[src/rtl/res_halfword_serializer.sv]
// res_halfword_serializer: buffers tagged 32-bit results and emits them as two 16-bit beats, upper half first.
// Words tagged sel==7 are dropped and counted instead of buffered.
module res_halfword_serializer #(
  parameter int DEPTH = 4,
  parameter int CNT_W = 8
) (
  input  logic             clk,
  input  logic             rst_n,
  input  logic             in_valid,
  output logic             in_ready,
  input  logic [31:0]      in_res,
  input  logic [2:0]       in_sel,
  output logic             out_valid,
  input  logic             out_ready,
  output logic [15:0]      out_data,
  output logic             out_last,
  output logic [2:0]       out_sel,
  output logic [CNT_W-1:0] drop_cnt
);
  localparam int AW = $clog2(DEPTH);
  typedef enum logic [1:0] {IDLE, HI, LO} state_t;
  state_t          state_q, state_d;
  logic [34:0]     mem_q [DEPTH];
  logic [AW:0]     wr_q, wr_d, rd_q, rd_d, used;
  logic [CNT_W-1:0] drop_q, drop_d;
  logic            full, empty, accept, push, pop;
  logic [34:0]     head;
  // pointers carry one extra wrap bit so full and empty are distinguishable
  assign full   = (wr_q[AW] != rd_q[AW]) && (wr_q[AW-1:0] == rd_q[AW-1:0]);
  assign empty  = wr_q == rd_q;
  assign used   = wr_q - rd_q;
  assign in_ready = !full;
  assign accept = in_valid && in_ready;
  assign push   = accept && in_sel != 3'd7;
  assign pop    = state_q == LO && out_ready;
  assign head   = mem_q[rd_q[AW-1:0]];
  assign wr_d   = wr_q + {{AW{1'b0}}, push};
  assign rd_d   = rd_q + {{AW{1'b0}}, pop};
  assign drop_d = drop_q + {{(CNT_W-1){1'b0}}, accept && in_sel == 3'd7 && !(&drop_q)};
  assign drop_cnt = drop_q;
  always_ff @(posedge clk or negedge rst_n) begin
    if (!rst_n) begin
      state_q <= IDLE;
      wr_q    <= '0;
      rd_q    <= '0;
      drop_q  <= '0;
    end else begin
      state_q <= state_d;
      wr_q    <= wr_d;
      rd_q    <= rd_d;
      drop_q  <= drop_d;
    end
  end
  always_ff @(posedge clk) begin
    if (push) mem_q[wr_q[AW-1:0]] <= {in_sel, in_res};
  end
  // a push in the LO handshake cycle keeps the stream going even if the pop empties the FIFO
  always_comb begin
    state_d = state_q;
    case (state_q)
      IDLE:    state_d = (!empty || push) ? HI : IDLE;
      HI:      state_d = out_ready ? LO : HI;
      LO:      state_d = !out_ready ? LO : (used > (AW+1)'(1) || push) ? HI : IDLE;
      default: state_d = IDLE;
    endcase
  end
  always_comb begin
    out_valid = state_q != IDLE;
    out_last  = state_q == LO;
    out_sel   = out_valid ? head[34:32] : 3'd0;
    out_data  = state_q == HI ? head[31:16] : state_q == LO ? head[15:0] : 16'h0;
  end
endmodule

[config.mk]
export PLATFORM = sky130hd
export DESIGN_NAME = res_halfword_serializer
export DESIGN_NICKNAME = d
export VERILOG_FILES = /design/src/rtl/res_halfword_serializer.sv
export SDC_FILE = /design/constraint.sdc
export NUM_CORES = 1
export LEC_CHECK = 0
export ABC_AREA = 1
export BUFFER_PORTS_ARGS = -buffer_cell sky130_fd_sc_hd__buf_4
export CAP_MARGIN = 5
export CORE_ASPECT_RATIO = 1.25
export CORE_UTILIZATION = 60
export DETAILED_ROUTE_END_ITERATION = 10
export PLACE_DENSITY = 0.9
export SYNTH_ARGS = -nofsm -noshare
export SYNTH_HDL_FRONTEND = slang
export SYNTH_SLANG_ARGS = --single-unit
[constraint.sdc]
create_clock -name clk -period 10.22 [get_ports clk]
set_input_delay 1.022 -clock clk [delete_from_list [all_inputs] [get_ports clk]]
set_output_delay 1.022 -clock clk [all_outputs]
set_load 0.03 [all_outputs]
==> results of run 1 <==
through the flow:
stage	power (W)	setup WS, ns	hold slack, ns	instances	instance area [sq um]
floorplan	0.00150	5.91	0.480	481	6230
global placement	0.00174	6.18	0.485	661	6820
detailed placement	0.00177	6.16	0.509	661	6820
CTS	0.00245	6.07	0.437	693	7460
global route	0.00256	5.81	0.452	693	7460
finish	0.00245	5.99	0.450	693	7460
cell type report:
class,instances,area share (%)
Multi-Input combinational cell,288,19.4
Sequential cell,156,61.7
Clock buffer,17,5.70
Timing Repair Buffer,74,7.45
Inverter,14,0.738
Tap cell,129,2.16
Clock inverter,15,2.83
flip-flops by register name, summed over array words and instances, names as in the netlist:
name,cells
state_q,2
mem_q,140
rd_q,3
wr_q,3
drop_cnt,8
cell families after synthesis:
family                     synth area share [%]
and+or+nand+nor                            10.7
xor gates and xnor gates                   1.12
DFF                                        73.9
adders and majority gates                  1.93
buffers and inverters                      3.23
AOI/OAI and AO/OA                          9.15
layer usage:
metal  up-vias  wire (um)
met5         -          0
met4         0        365
met3        34        870
met2       215       7250
met1      1969       5080
li1       1872          -
synth_stat cells, types with 2 or more instances:
cell type | instances | share of area, %
dfrtp_1 | 16 | 6.4
ha_1 | 8 | 1.6
o21ai_0 | 58 | 4.7
a21oi_1 | 3 | 0.24
clkbuf_2 | 5 | 0.40
o21ai_1 | 13 | 1.0
nor3_1 | 6 | 0.48
buf_6 | 3 | 0.54
edfxtp_1 | 140 | 67
nor2_1 | 82 | 4.9
nand2_1 | 64 | 3.9
buf_2 | 10 | 0.80
xnor2_1 | 3 | 0.42
nand3_1 | 8 | 0.64
xor2_1 | 5 | 0.70
inv_2 | 2 | 0.12
buf_4 | 5 | 0.60
o22ai_1 | 32 | 3.2
inv_1 | 11 | 0.66
worst min-delay path by stage:
| stage | startpoint | end | slack (ns) |
|---|---|---|---|
| 6_report | rst_n | drop_cnt[0] | 0.45 |
| 5_1_grt | rst_n | state_q[1] | 0.45 |
| 4_1_cts | rst_n | drop_cnt[1] | 0.44 |
| 3_5_place_dp | drop_cnt[6] | drop_cnt[6] | 0.51 |
| 3_3_place_gp | drop_cnt[7] | drop_cnt[7] | 0.49 |
| 2_1_floorplan | wr_q[2] | wr_q[2] | 0.48 |
power groups by stage:
stage          clock (W)  sequential (W)  combinational, W
2_1_floorplan          0        0.000915          0.000589
3_3_place_gp           0        0.000917          0.000819
3_5_place_dp           0        0.000924          0.000850
4_1_cts         0.000668        0.000915          0.000866
5_1_grt         0.000693        0.000928          0.000942
6_report        0.000662        0.000917          0.000869
==> run metrics, run 1 <==
max-slew violation total from the final report=0; Critical Path Start=rd_q[1]; CTS Buf Count=17; end of the worst register-to-register path=mem_q[0][0]; critical path depth in cells=8; setup repair after global routing missed its margin=no; commonest non-fill, non-tap cell in the layout=edfxtp_1; final-stage net count=around 600; met1 global-route usage=approximately 33%; largest fanout on the critical path=38; antenna violations before repair=0; switching share of total power=38.1%; FILL cells=around 600; die extent in y=approximately 120 um; Slowest Stage Delay on Critical Path=approximately 1.2 ns; share of flip-flops with an asynchronous set or reset after synthesis=just over 10%; Core ar.=between 10000 and 15000 sq um; Die Area=10800 sq um; clock root cell=clkbuf_16; Clock Latency Late Sink=0.42 ns; Final Cycle Share=41.4%; share of cells above drive strength 1=about a fifth; Iteration-0 DRC Markers=between 400 and 500; pin count of the biggest net entering global routing=72; remaining global-route overflow=0; Reg2Reg Setup Slack=5.99 ns; Clk pwr share=a little over a quarter; All-Layer GR Usage=a little over a quarter; via count of the first global-routing pass=4190; final core utilization=73.8%; Initial Util=61.7%; area of the multi-input gates=1450 sq um; met3 track demand over resource=between 6 and 7%; final HPWL from detailed placement=8200 um; Hold-fix buffers, CTS=0; antenna diode count=0; Avg Inst Size Synth=approximately 13 sq um; post-synthesis cell count=roughly 480; cell class contributing the biggest share of worst-path delay=flip-flops; worst reg2reg startpoint=rd_q[1]; clock slew seen by the registers of the worst setup and hold paths=~0.06 ns; pin slew with the least headroom to its limit=~1.3 ns; critical path launch point type=register; synthesized cell area=roughly 6200 sq um; wire length of the first global-routing pass=roughly 21000 um; cell leakage power=around 2.8 nW; count of cell types in the netlist=26; highest-count cells in the layout ignoring fill and taps=edfxtp_1 (140), nor2_1 (82), buf_4 (74); outcome=finished, final reports clean; arrival time at the worst endpoint=approximately 4.3 ns; Clock Sinks=156; met2 track demand over resource in global routing=around 47%; clock tree from TritonCTS=done; residual DRC count=0; most used flip-flop cell after synthesis=edfxtp_1; Switch Pwr=0.000932 W; Resized Gates After CTS=0; maximum buffer depth of the clock tree=2; # Post-CTS Setup Buffers=0; sequential cell fraction of total power=roughly 38%; floorplan row count=41; routed wirelength normalized by instance count=approximately 20 um; Top Ports=around 70; critical path, cell by cell=inv_2 -> ha_1 -> nand2_1 -> inv_1 -> nand2_2 -> nand3_4 -> nor3_2 -> buf_4; final estimated routing congestion in global placement=between 0.8 and 0.9; number of hold violations in the final report=0; power density over the cells=approximately 330 nW/um^2; slowest library cell on the worst path=dfrtp_1; final setup violation count=0; 1st-pass router iterations=5; Req. time, crit path=approximately 10 ns; fin crit period=about 4.2 ns; buffers and inverters on the worst path=3; register area=between 4000 and 5000 sq um; peak ir drop on the vdd network=239 uV; Peak Freq=between 200 and 250 MHz; vias per cell=around 5.9; Max-cap violations=0; Critical path destination=mem_q[0][0]; synthesis-to-finish area growth=19.7%; Die Span X=approximately 93 um; critical setup path kind=reg2reg; Routed Antenna Nets=0; number of register bits inferred by synthesis=156; class of the tightest hold or removal check=in2async; number of synthesized flops with an enable pin=140; headroom to the max-slew limit=between 10 and 15%; number of warnings printed during yosys synthesis=0; Setup TNS=0 ns; sequential element share of the synthesized area=approximately three quarters; Setup Skew=0.00502 ns; endpoint type of the worst setup path=register; part of the power in combinational logic=between 30% and 40%; cell internal pwr=between 0.0015 and 0.002 W; Port Buffer Count=about 70; H-tree level count=4; net count after synthesis=approximately 530; DR vias=4090; Detailed Route WL=~14000 um; grt peak-use layer=met2; R2R depth=8
Note: power is estimated with default switching activity, not from simulation.
==> inputs of run 2 (changes only) <==
- CORE_UTILIZATION: 60 -> 58
- PLACE_DENSITY: 0.9 -> 0.88
- clock period: 10.22 -> 4.05 ns (I/O delays scaled with it)
==> run metrics, run 2 (synthesis results as in run 1) <==
Req. time, crit path=roughly 3.6 ns; vias per cell=approximately 6; Hold-fix buffers, CTS=1; power density over the cells=roughly 840 nW/um^2; die extent in y=118 um; pin slew with the least headroom to its limit=roughly 0.87 ns; fin crit period=approximately 3.3 ns; Placement Setup Slack=1.25 ns; Final Cycle Share=approximately 82%; total instance count after detailed placement=roughly 660; synthesis-to-finish area growth=20.5%; routed wirelength normalized by instance count=21.1 um; register area=approximately 4600 sq um; critical path launch point type=register; worst reg2reg startpoint=rd_q[1]; Setup Skew=about 0.0078 ns; post-route cell area=between 7000 and 8000 sq um; share of cells above drive strength 1=approximately a fifth; headroom to the max-slew limit=between 40% and 50%; Power Total=between 0.006 and 0.007 W; Resized Gates After CTS=0; largest fanout on the critical path=70; via count of the first global-routing pass=between 4000 and 5000; Initial Util=about three fifths; commonest non-fill, non-tap cell in the layout=edfxtp_1; Die Span X=around 95 um; Critical Path Start=rd_q[0]; arrival time at the worst endpoint=2.92 ns; H-tree level count=4; Setup TNS=0 ns; antenna diode count=0; final setup violation count=0; R2R depth=8; class of the tightest hold or removal check=in2reg; highest-count cells in the layout ignoring fill and taps=edfxtp_1 (140), nor2_1 (82), buf_4 (72); Max-cap violations=0; CTS Buf Count=17; final HPWL from detailed placement=8480 um; wire length of the first global-routing pass=22800 um; DR vias=roughly 4300; Detailed Route WL=roughly 15000 um; final-stage net count=about 600; outcome=finished, final reports clean; endpoint type of the worst setup path=primary output; Core ar.=between 10000 and 15000 sq um; Port Buffer Count=between 60 and 70; clock slew seen by the registers of the worst setup and hold paths=approximately 0.06 ns; Routed Antenna Nets=0; Clock Sinks=between 150 and 200; setup slack of the critical path after layout=approximately 0.73 ns; # Post-CTS Setup Buffers=0; max reg flops=140; FILL cells=approximately 620; critical setup path kind=reg2out; peak ir drop on the vdd network=between 500 and 600 uV; 1st-pass router iterations=5; Die Area=approximately 11000 sq um; Peak Freq=301 MHz; origin of the worst min-delay path=in_res[31]; maximum buffer depth of the clock tree=2; floorplan row count=between 40 and 50; Critical path destination=out_data[13]; Placed Area=a little under 7000 sq um; residual DRC count=0; All-Layer GR Usage=between 20 and 30%; end of the worst register-to-register path=mem_q[0][13]; pin count of the biggest net entering global routing=71; clock root cell=clkbuf_16; final std cells w/o fill=approximately 700; cell leakage power=between 2 and 3 nW; Clock Latency Late Sink=0.42 ns; clock tree from TritonCTS=done; Reg2Reg Setup Slack=about 1.1 ns; number of hold violations in the final report=0; max-slew violation total from the final report=0; area of the multi-input gates=1450 sq um; setup repair after global routing missed its margin=no; Iteration-0 DRC Markers=between 400 and 500; antenna violations before repair=0; Top Ports=between 60 and 70; remaining global-route overflow=0; final estimated routing congestion in global placement=0.822
## run 2: cell count changes in the layout (fill, tap and decap cells not counted), sizes merged
| cell | delta |
|---|---|
| clkinvlp | -2 |
| dlygate4sd3 | +1 |
| bufinv | +1 |
| inv | -4 |
| buf | +1 |
| clkinv | +4 |
| clkbuf | +1 |
## run 2: final cells by class
| type | instances | share of cell area (%) |
|---|---|---|
| clock buffers | 18 | 5.72 |
| clock inverters | 14 | 2.65 |
| inverters | 14 | 0.733 |
| multi-input cells | 288 | 19.3 |
| flip-flops and latches | 156 | 61.4 |
| well taps | 129 | 2.15 |
| repair buffers | 76 | 8.13 |
## run 2: worst min path at each step
| stage | slack, ns | end | cells after the start |
|---|---|---|---|
| floorplan | 0.11 | drop_cnt[0] | 0 |
| global placement | 0.27 | state_q[1] | 1 |
| detailed placement | 0.27 | state_q[1] | 1 |
| CTS | 0.18 | mem_q[1][26] | 1 |
| global route | 0.18 | mem_q[0][28] | 1 |
| finish | 0.19 | mem_q[0][31] | 1 |
## run 2: worst max-delay path, cell delays in order, from the launching register on
cell	delay (ns)
dfrtp_2	0.75
buf_4	0.54
inv_4	0.36
o21ai_0	0.32
o22ai_1	0.14
nand2_1	0.09
nand2_1	0.08
buf_4	0.17
## run 2: stage by stage
stage | utilization, % | hold WS, ns
final | 73.2 | 0.187
after global routing | 73.2 | 0.175
after CTS | 73.2 | 0.177
after detailed placement | 67.0 | 0.273
after global placement | 67.0 | 0.269
after floorplan | - | 0.109
## run 2: layer usage
layer	track usage, %	vias up	share of wire, %
met5	0	-	0
met4	9.19	0	1.9
met3	7.11	31	8.5
met2	47.1	256	53
met1	36.1	2097	37
li1	-	1870	-
## run 2: where the power goes
part           total [W]  internal (W)  switching, W
clock            0.00169       0.00108      0.000606
combinational    0.00228      0.000692       0.00158
sequential       0.00230       0.00212      0.000182
==> inputs of run 3 (changes only) <==
- clock period: 4.05 -> 3.38 ns (I/O delays scaled with it)
==> run metrics, run 3 (synthesis results as in run 1) <==
fin crit period=between 2 and 3 ns; maximum buffer depth of the clock tree=2; number of hold violations in the final report=0; Clock Sinks=roughly 160; clock slew seen by the registers of the worst setup and hold paths=about 0.060 ns; pin count of the biggest net entering global routing=71; # Post-CTS Setup Buffers=0; DR vias=between 4000 and 5000; arrival time at the worst endpoint=between 2 and 2.5 ns; via count of the first global-routing pass=4243; final core utilization=approximately 72%; Slowest Stage Delay on Critical Path=just under 0.6 ns; Port Buffer Count=68; Top Ports=69; endpoint type of the worst setup path=primary output; pin slew with the least headroom to its limit=slightly below 0.8 ns; critical setup path kind=reg2out; largest fanout on the critical path=54; routed wirelength normalized by instance count=around 20 um; end of the worst register-to-register path=drop_cnt[6]; cell leakage power=~2.8 nW; commonest non-fill, non-tap cell in the layout=edfxtp_1; R2R depth=11; Detailed Route WL=between 10000 and 15000 um; Core ar.=between 10000 and 15000 sq um; clock tree from TritonCTS=done; share of cells above drive strength 1=between 20% and 30%; H-tree level count=4; final HPWL from detailed placement=around 8600 um; floorplan row count=about 40; Power Total=between 0.007 and 0.008 W; antenna diode count=0; max reg flops=140; Iteration-0 DRC Markers=slightly above 500; power density over the cells=968 nW/um^2; worst reg2reg startpoint=rd_q[0]; Die Span X=94.7 um; max-slew violation total from the final report=0; slowest library cell on the worst path=dfrtp_2; synthesis-to-finish area growth=19.0%; CTS Buf Count=17; final-stage net count=605; wire length of the first global-routing pass=between 20000 and 25000 um; critical path launch point type=register; Routed Antenna Nets=0; All-Layer GR Usage=about 27%; residual DRC count=0; peak ir drop on the vdd network=roughly 650 uV; Hold Path Stages=1; Final Cycle Share=between 80% and 90%; Max-cap violations=0; final setup violation count=0; Req. time, crit path=a little over 3 ns; headroom to the max-slew limit=48.7%; class of the tightest hold or removal check=in2reg; clock root cell=clkbuf_16; critical path, cell by cell=buf_4 -> o21ai_0 -> o22ai_1 -> nand2_1 -> nand2_1 -> buf_4; Clock Latency Late Sink=~0.41 ns; vias per cell=between 6 and 7; remaining global-route overflow=0; antenna violations before repair=0; outcome=finished, final reports clean; Reg2Reg Setup Slack=1.02 ns; Initial Util=60.7%; final estimated routing congestion in global placement=0.772; Hold Path Sink=mem_q[1][26]; 1st-pass router iterations=5; final hold slack=~0.12 ns; Peak Freq=~360 MHz; origin of the worst min-delay path=in_res[26]; Die Area=around 11000 sq um; die extent in y=118 um; setup repair after global routing missed its margin=no; Setup Skew=approximately 0.0073 ns; highest-count cells in the layout ignoring fill and taps=edfxtp_1 (140), nor2_1 (82), buf_4 (79)
-- run 3: changes by cell type in the layout (fill, tap and decap cells not counted), moves of 2 or more --
cell,previous run,this run
clkinv_1,4,0
clkinv_2,2,4
buf_4,72,79
clkbuf_1,1,6
clkinvlp_4,2,0
buf_12,3,0
clkbuf_16,17,19
bufinv_16,5,0
-- run 3: routing by layer --
layer,vias to the layer above,global-route usage (%),part of all wire (%)
met5,-,0,0
met2,268,45.8,53
li1,1881,-,-
met3,39,6.07,8.4
met4,0,10.7,2.5
met1,2041,34.3,37
-- run 3: area by class of cell --
class | count | area, sq um
clock buffers | 26 | 512
clock inverters | 6 | 35.0
fillers | 641 | 2840
inverters | 14 | 55.1
multi-input cells | 288 | 1450
flip-flops and latches | 156 | 4610
well taps | 129 | 161
repair buffers | 80 | 603
-- run 3: worst max-delay path, delay by kind of cell (launching register included) --
kind,cells,cell delay (ns)
DFF,1,0.59
buffers and inverters,2,0.70
and+or+nand+nor,2,0.26
AOI/OAI and AO/OA,2,0.44
-- run 3: what timing repair did --
| item | 4_1_cts | 5_1_grt |
|---|---|---|
| hold buffers | 1 | 0 |
| hold endpoints to repair | 16 | 0 |
| resized for setup | 0 | 0 |
-- run 3: how the worst max path moves through the flow --
stage	from	endpoint	slack, ns	cells past startpoint
after CTS	rd_q[0]	out_data[4]	0.62	6
after detailed placement	rd_q[0]	drop_cnt[6]	1.03	11
after global routing	rd_q[0]	out_data[4]	0.52	6
after global placement	rd_q[0]	drop_cnt[6]	1.15	11
after floorplan	rd_q[1]	mem_q[1][0]	-0.93	8
final	rd_q[0]	out_data[2]	0.61	6
-- run 3: report_power, final --
| group | internal (W) | switching (W) | total, W |
|---|---|---|---|
| sequential | 0.00254 | 0.000192 | 0.00274 |
| clock | 0.00104 | 0.000685 | 0.00173 |
| combinational | 0.000817 | 0.00190 | 0.00271 |
-- run 3: per-stage QoR --
step | worst slack (ns) | setup TNS (ns) | std cells | area (sq um)
floorplan | -0.935 | -130.83 | 481 | 6230
global placement | 1.15 | 0 | 666 | 6860
detailed placement | 1.03 | 0 | 666 | 6860
CTS | 0.622 | 0 | 699 | 7420
global route | 0.518 | 0 | 699 | 7420
finish | 0.606 | 0 | 699 | 7420
